--- src/rtl/fetch_ctrl_if.sv ---
// rtl/fetch_ctrl_if.sv - fetch_ctrl control/status bundle
// Purpose: groups the fetch controller's control inputs (hazard, ID resolver,
//          CP0) and its fetch outputs (PC, IM address, IF/ID controls).
// Ports (master drives controls and observes fetch outputs; slave is fetch_ctrl):
//   stall, branch, branch_addr, jump, jump_addr, exc_req, eret, epc -> slave
//   pc, pc_4, im_addr, ifid_en, ifid_flush, fetch_nop, fetch_adel, fetch_bd -> master
interface fetch_ctrl_if;
  logic        stall;
  logic        branch;
  logic [31:0] branch_addr;
  logic        jump;
  logic [31:0] jump_addr;
  logic        exc_req;
  logic        eret;
  logic [31:0] epc;
  logic [31:0] pc;
  logic [31:0] pc_4;
  logic [11:0] im_addr;
  logic        ifid_en;
  logic        ifid_flush;
  logic        fetch_nop;
  logic        fetch_adel;
  logic        fetch_bd;

  modport master (
    output stall, branch, branch_addr, jump, jump_addr, exc_req, eret, epc,
    input  pc, pc_4, im_addr, ifid_en, ifid_flush, fetch_nop, fetch_adel, fetch_bd
  );

  modport slave (
    input  stall, branch, branch_addr, jump, jump_addr, exc_req, eret, epc,
    output pc, pc_4, im_addr, ifid_en, ifid_flush, fetch_nop, fetch_adel, fetch_bd
  );
endinterface

--- src/rtl/fetch_ctrl.sv ---
// rtl/fetch_ctrl.sv - MIPS fetch-stage PC and IF/ID controller
// Purpose: owns the program counter; each cycle selects reset, exception
//          vector, eret return, stall hold, branch, jump or sequential PC,
//          and drives IM word address and IF/ID enable/flush/nop/AdEL/BD.
// Ports:
//   clk   - rising-edge clock
//   reset - synchronous active-high reset
//   bus   - fetch_ctrl_if.slave: control inputs and fetch outputs
module fetch_ctrl #(
  parameter logic [31:0] RESET_PC = 32'h0000_3000,
  parameter logic [31:0] EXC_PC   = 32'h0000_4180,
  parameter logic [31:0] IM_LO    = 32'h0000_3000,
  parameter logic [31:0] IM_HI    = 32'h0000_6ffc
) (
  input  logic         clk,
  input  logic         reset,
  fetch_ctrl_if.slave  bus
);

  typedef enum logic {RUN, REDIR} state_t;

  state_t      state;
  logic [31:0] pc_q;
  logic [31:0] pc_inc;
  logic        redirect;

  assign pc_inc   = pc_q + 32'd4;
  assign redirect = bus.exc_req | bus.eret;

  // exc_req beats eret beats stall; branch/jump are only honoured in RUN
  // because in REDIR the ID stage holds the flushed bubble.
  always_ff @(posedge clk) begin
    if (reset) begin
      pc_q  <= RESET_PC;
      state <= RUN;
    end else if (bus.exc_req) begin
      pc_q  <= EXC_PC;
      state <= REDIR;
    end else if (bus.eret) begin
      pc_q  <= bus.epc;
      state <= REDIR;
    end else begin
      state <= RUN;
      if (bus.stall)
        pc_q <= pc_q;
      else if (state == RUN && bus.branch)
        pc_q <= bus.branch_addr;
      else if (state == RUN && bus.jump)
        pc_q <= bus.jump_addr;
      else
        pc_q <= pc_inc;
    end
  end

  assign bus.pc         = pc_q;
  assign bus.pc_4       = pc_inc;
  assign bus.im_addr    = 12'((pc_q - IM_LO) >> 2);
  assign bus.ifid_flush = redirect;
  assign bus.ifid_en    = !bus.stall | redirect;
  assign bus.fetch_adel = (pc_q[1:0] != 2'b00) | (pc_q < IM_LO) | (pc_q > IM_HI);
  assign bus.fetch_nop  = bus.fetch_adel;
  assign bus.fetch_bd   = (state == RUN) & (bus.branch | bus.jump);

endmodule

--- src/flat_wrapper.sv ---
// flat-port wrapper written by rule: the top's interface ports become plain ports
module fetch_ctrl_flat 
#(
  parameter logic [31:0] RESET_PC = 32'h0000_3000,
  parameter logic [31:0] EXC_PC   = 32'h0000_4180,
  parameter logic [31:0] IM_LO    = 32'h0000_3000,
  parameter logic [31:0] IM_HI    = 32'h0000_6ffc
)
  (clk, reset, bus_stall, bus_branch, bus_branch_addr, bus_jump, bus_jump_addr, bus_exc_req, bus_eret, bus_epc, bus_pc, bus_pc_4, bus_im_addr, bus_ifid_en, bus_ifid_flush, bus_fetch_nop, bus_fetch_adel, bus_fetch_bd);
  fetch_ctrl_if bus_i ();
  input  logic clk;
  input  logic reset;
  input wire logic [$bits(bus_i.stall)-1:0] bus_stall;
  input wire logic [$bits(bus_i.branch)-1:0] bus_branch;
  input wire logic [$bits(bus_i.branch_addr)-1:0] bus_branch_addr;
  input wire logic [$bits(bus_i.jump)-1:0] bus_jump;
  input wire logic [$bits(bus_i.jump_addr)-1:0] bus_jump_addr;
  input wire logic [$bits(bus_i.exc_req)-1:0] bus_exc_req;
  input wire logic [$bits(bus_i.eret)-1:0] bus_eret;
  input wire logic [$bits(bus_i.epc)-1:0] bus_epc;
  output wire logic [$bits(bus_i.pc)-1:0] bus_pc;
  output wire logic [$bits(bus_i.pc_4)-1:0] bus_pc_4;
  output wire logic [$bits(bus_i.im_addr)-1:0] bus_im_addr;
  output wire logic [$bits(bus_i.ifid_en)-1:0] bus_ifid_en;
  output wire logic [$bits(bus_i.ifid_flush)-1:0] bus_ifid_flush;
  output wire logic [$bits(bus_i.fetch_nop)-1:0] bus_fetch_nop;
  output wire logic [$bits(bus_i.fetch_adel)-1:0] bus_fetch_adel;
  output wire logic [$bits(bus_i.fetch_bd)-1:0] bus_fetch_bd;
  assign bus_i.stall = bus_stall;
  assign bus_i.branch = bus_branch;
  assign bus_i.branch_addr = bus_branch_addr;
  assign bus_i.jump = bus_jump;
  assign bus_i.jump_addr = bus_jump_addr;
  assign bus_i.exc_req = bus_exc_req;
  assign bus_i.eret = bus_eret;
  assign bus_i.epc = bus_epc;
  assign bus_pc = bus_i.pc;
  assign bus_pc_4 = bus_i.pc_4;
  assign bus_im_addr = bus_i.im_addr;
  assign bus_ifid_en = bus_i.ifid_en;
  assign bus_ifid_flush = bus_i.ifid_flush;
  assign bus_fetch_nop = bus_i.fetch_nop;
  assign bus_fetch_adel = bus_i.fetch_adel;
  assign bus_fetch_bd = bus_i.fetch_bd;
  fetch_ctrl #(.RESET_PC(RESET_PC), .EXC_PC(EXC_PC), .IM_LO(IM_LO), .IM_HI(IM_HI)) u_core (.clk(clk), .reset(reset), .bus(bus_i));
endmodule
--- config.mk ---
export PLATFORM = sky130hd
export DESIGN_NAME = fetch_ctrl_flat
export DESIGN_NICKNAME = d
export VERILOG_FILES = /design/src/rtl/fetch_ctrl_if.sv /design/src/rtl/fetch_ctrl.sv /design/src/flat_wrapper.sv
export SDC_FILE = /design/constraint.sdc
export NUM_CORES = 1
export LEC_CHECK = 0
export ABC_AREA = 1
export CAP_MARGIN = 25
export CORE_MARGIN = 2
export CORE_UTILIZATION = 36
export DETAILED_ROUTE_END_ITERATION = 12
export PLACE_DENSITY = 0.79
export SYNTH_ARGS = -nofsm -noshare
export SYNTH_HDL_FRONTEND = slang
export SYNTH_SLANG_ARGS = --single-unit
--- constraint.sdc ---
create_clock -name clk -period 1.8 [get_ports clk]
set_input_delay 0.18 -clock clk [delete_from_list [all_inputs] [get_ports clk]]
set_output_delay 0.18 -clock clk [all_outputs]
set_load 0.01 [all_outputs]
==> results.json <==
{
  "r2r.worst_path.cells": 11,
  "cts_root_buf": "clkbuf_8",
  "fp.dieW_um": 99.6,
  "ctsHoldBuffers": 0,
  "r2r_start": "u_core.bus.pc[4]$_SDFFE_PP0P_",
  "r2r-end": "u_core.bus.pc[10]$_SDFFE_PP0P_",
  "syn_avg_cell_area_sq_um": 5.50,
  "wl_per_cell_um": 16.4,
  "cp-endpoint": "bus_fetch_nop",
  "multi_input_area_sq_um": 2700,
  "fillers": 702,
  "grt_use_total_pct": 29.5,
  "synth_common_cells": "202 x nand2_1, 76 x inv_1, 59 x nor2_1",
  "ys_warn_count": 0,
  "cp_max_fo": 4,
  "die_h_um": 99.6,
  "critPathBufInv": 1,
  "initial_core_util_pct": 37.4,
  "violations": "setup timing",
  "start_kind": "flop",
  "cap_viol_max_count": 0,
  "status": "complete, but fails checks",
  "rows": 34,
  "powerDensity_nw_per_um2": 382,
  "layout.nets": 970,
  "comb_power_share_pct": 44.0,
  "switching_power_mw": 0.890,
  "grt_pass1_wl_um": 23300,
  "synth_area_leaders": "nand2_1 23%, dfxtp_1 20%, inv_1 8.7%",
  "clkPwrFrac_pct": 23.2,
  "worstSetupPathType": "flop to output port",
  "synth.distinct_cells": 33,
  "setup_ws_ns": -0.146,
  "grt_max_degree": 31,
  "drive_gt1_share_pct": 34.1,
  "via_count": 4893,
  "rsz0062_at_grt": "yes",
  "clk_path_buf_depth": 2,
  "cts_num_sinks": 33,
  "critPathRequiredTime_ns": 1.62,
  "clk-insertion-delay-late_ns": 0.30,
  "fin_cells": 973,
  "ant_nets": 0,
  "post-route-min-period_ns": 1.95,
  "tightestPinTransition_ns": 0.480,
  "ys_ff_latch": 33,
  "clk_pin_slew_ns": 0.07,
  "synth_top_area_share_pct": 23.0,
  "grt_pass1_vias": 4808,
  "cts_tree": "done",
  "antenna_found_initial": 0,
  "crit_cells": 8,
  "yosys.area.top_type": "nand2_1",
  "synthesis.nets": 705,
  "critical-path-top-delay-family": "simple AND/OR/NAND/NOR gates",
  "post-place-ws_ns": -0.257,
  "drv_slew": 0,
  "die-area_sq_um": 9930,
  "p_sw_share_pct": 35.2,
  "min_path_type": "input pin to flop",
  "ir_drop_mv": 0.346,
  "finalSetupViolations": 20,
  "post-route-drc-count": 0,
  "startpoint": "u_core.bus.pc[4]$_SDFFE_PP0P_",
  "r2r_slack_ns": -0.06,
  "ys.flop_type": "dfxtp_1",
  "layout.area.seq_sq_um": 708,
  "drt-initial-drc-count": 200,
  "p_total_mw": 2.53,
  "placed_cells": 940,
  "crit_path_end_kind": "output port",
  "antenna_cells": 0,
  "grt-ovfl-total": 0,
  "ioPinCount": 184,
  "slowest_stage": "dfxtp_2",
  "dpl.hpwl_um": 11900,
  "drt_pass1_iterations": 5,
  "io_buffers": 183,
  "yosysMostFrequentCell": "nand2_1",
  "cts-htree-levels": 2,
  "path_cells": "nand2_2, nor2_4, nand2_4, nor2_4, nand2_1, nand3_1, o2111ai_2, buf_2",
  "final_hold_viol_count": 0,
  "drt-total-wl_um": 16000,
  "slew_headroom_pct": 67.7,
  "leakagePower_nw": 3.02,
  "syn_inst": 599,
  "viasPerCell": 5.03,
  "clock-skew-final_ns": 0.00267,
  "crit_top_cell": "nor2_4",
  "core_area_sq_um": 8810,
  "syn_to_final_growth_pct": 101,
  "finalCritPeriodShare_pct": 108,
  "pwr-share-seq_pct": 32.8,
  "numCtsBuffers": 5,
  "gp_congestion": 0.951,
  "power.internal_mw": 1.64,
  "netlist_area_sq_um": 3290,
  "cp.arrival_ns": 1.77,
  "yosysSeqAreaShare_pct": 20.1,
  "max_freq_mhz": 514,
  "synth-edff-count": 0,
  "async_reset_ff_share_pct": 0,
  "slowest_delay_ns": 0.43
}
## through the flow
stage | util [%] | hold WS (ns) | area, sq um | TNS (ns)
2_1_floorplan | - | 0.252 | 3290 | 0
3_3_place_gp | 65.2 | 0.578 | 5740 | -3.75
3_5_place_dp | 65.2 | 0.589 | 5740 | -4.35
4_1_cts | 70.1 | 0.485 | 6170 | -0.836
5_1_grt | 75.1 | 0.497 | 6610 | -2.71
6_report | 75.1 | 0.479 | 6610 | -1.36
## area by class of cell
type	instances	share of cell area [%]
sequential	33	10.7
inverter	80	4.66
timing repair buffer	294	40.5
multi-input combinational	450	40.9
clock buffer	6	1.10
tap	108	2.04
clock inverter	2	0.151
## flip-flops by register name (all words and copies together) (netlist names), named ones only
signal and count:
u_core.bus.pc 30, u_core.state 1
## layer usage
metal,global-route usage [%],vias up,routed length [um]
li1,-,2391,-
met4,6.11,0,398
met5,0,-,0
met3,4.64,36,947
met1,38.2,2248,6750
met2,51.9,218,7870
## how the worst min path moves through the flow
stage,endpoint,slack (ns),startpoint,cells after the start
after floorplan,u_core.state$_SDFF_PP0_,0.25,reset,1
after global placement,flop,0.58,flop,2
after detailed placement,flop,0.59,flop,2
after CTS,u_core.state$_SDFF_PP0_,0.48,reset,2
after global routing,u_core.bus.pc[4]$_SDFFE_PP0P_,0.50,bus_epc[4],3
final,u_core.bus.pc[4]$_SDFFE_PP0P_,0.48,bus_epc[4],3
## power by group through the flow
stage	Sequential (mW)	Combinational, mW	Clock (mW)
6_report	0.830	1.11	0.586
4_1_cts	0.817	1.05	0.574
3_3_place_gp	0.825	1.04	0
5_1_grt	0.833	1.20	0.613
2_1_floorplan	0.847	0.395	0
3_5_place_dp	0.827	1.05	0
## worst register-to-register path, delay by kind of cell, from the launching register on
family | cells | cell delay, ns
AOI/OAI and AO/OA | 2 | 0.25
xor gates and xnor gates | 1 | 0.13
buffers and inverters | 3 | 0.39
DFF | 1 | 0.43
and+or+nand+nor | 5 | 0.57
## placed cells by master (no fill, tap or decap), types with 3 or more instances in the layout
cell,n
nand2_1,167
clkdlybuf4s50_1,152
buf_4,89
inv_1,72
o21ai_0,48
nand3_1,36
nor2_1,30
nor2_4,29
a21oi_1,27
nand2_2,26
buf_6,25
dfxtp_2,20
buf_2,18
nand2_4,14
nor2_2,13
xor2_2,9
nand3_2,8
o211ai_1,8
dfxtp_1,7
dfxtp_4,6
a22o_1,5
a31oi_1,5
clkbuf_8,5
inv_2,4
inv_4,3
dlygate4sd2_1,3
clkbuf_2,3
buf_12,3
## cells by family after synthesis
| kind of cell | share of synthesized area (%) |
|---|---|
| AO/OA/AOI/OAI | 16.5 |
| adder cells (fa/ha/maj) | 1.14 |
| XOR/XNOR | 4.68 |
| AND/OR/NAND/NOR | 42.5 |
| flip-flops | 20.1 |
| buffers and inverters | 15.2 |
## what timing repair did
item | in CTS | in global routing
buffers inserted | 16 | 10
gates resized for setup | 193 | 118
pin swaps | 41 | 43
endpoints found under the setup margin | 33 | 38
Note: power is estimated with default switching activity, not from simulation.
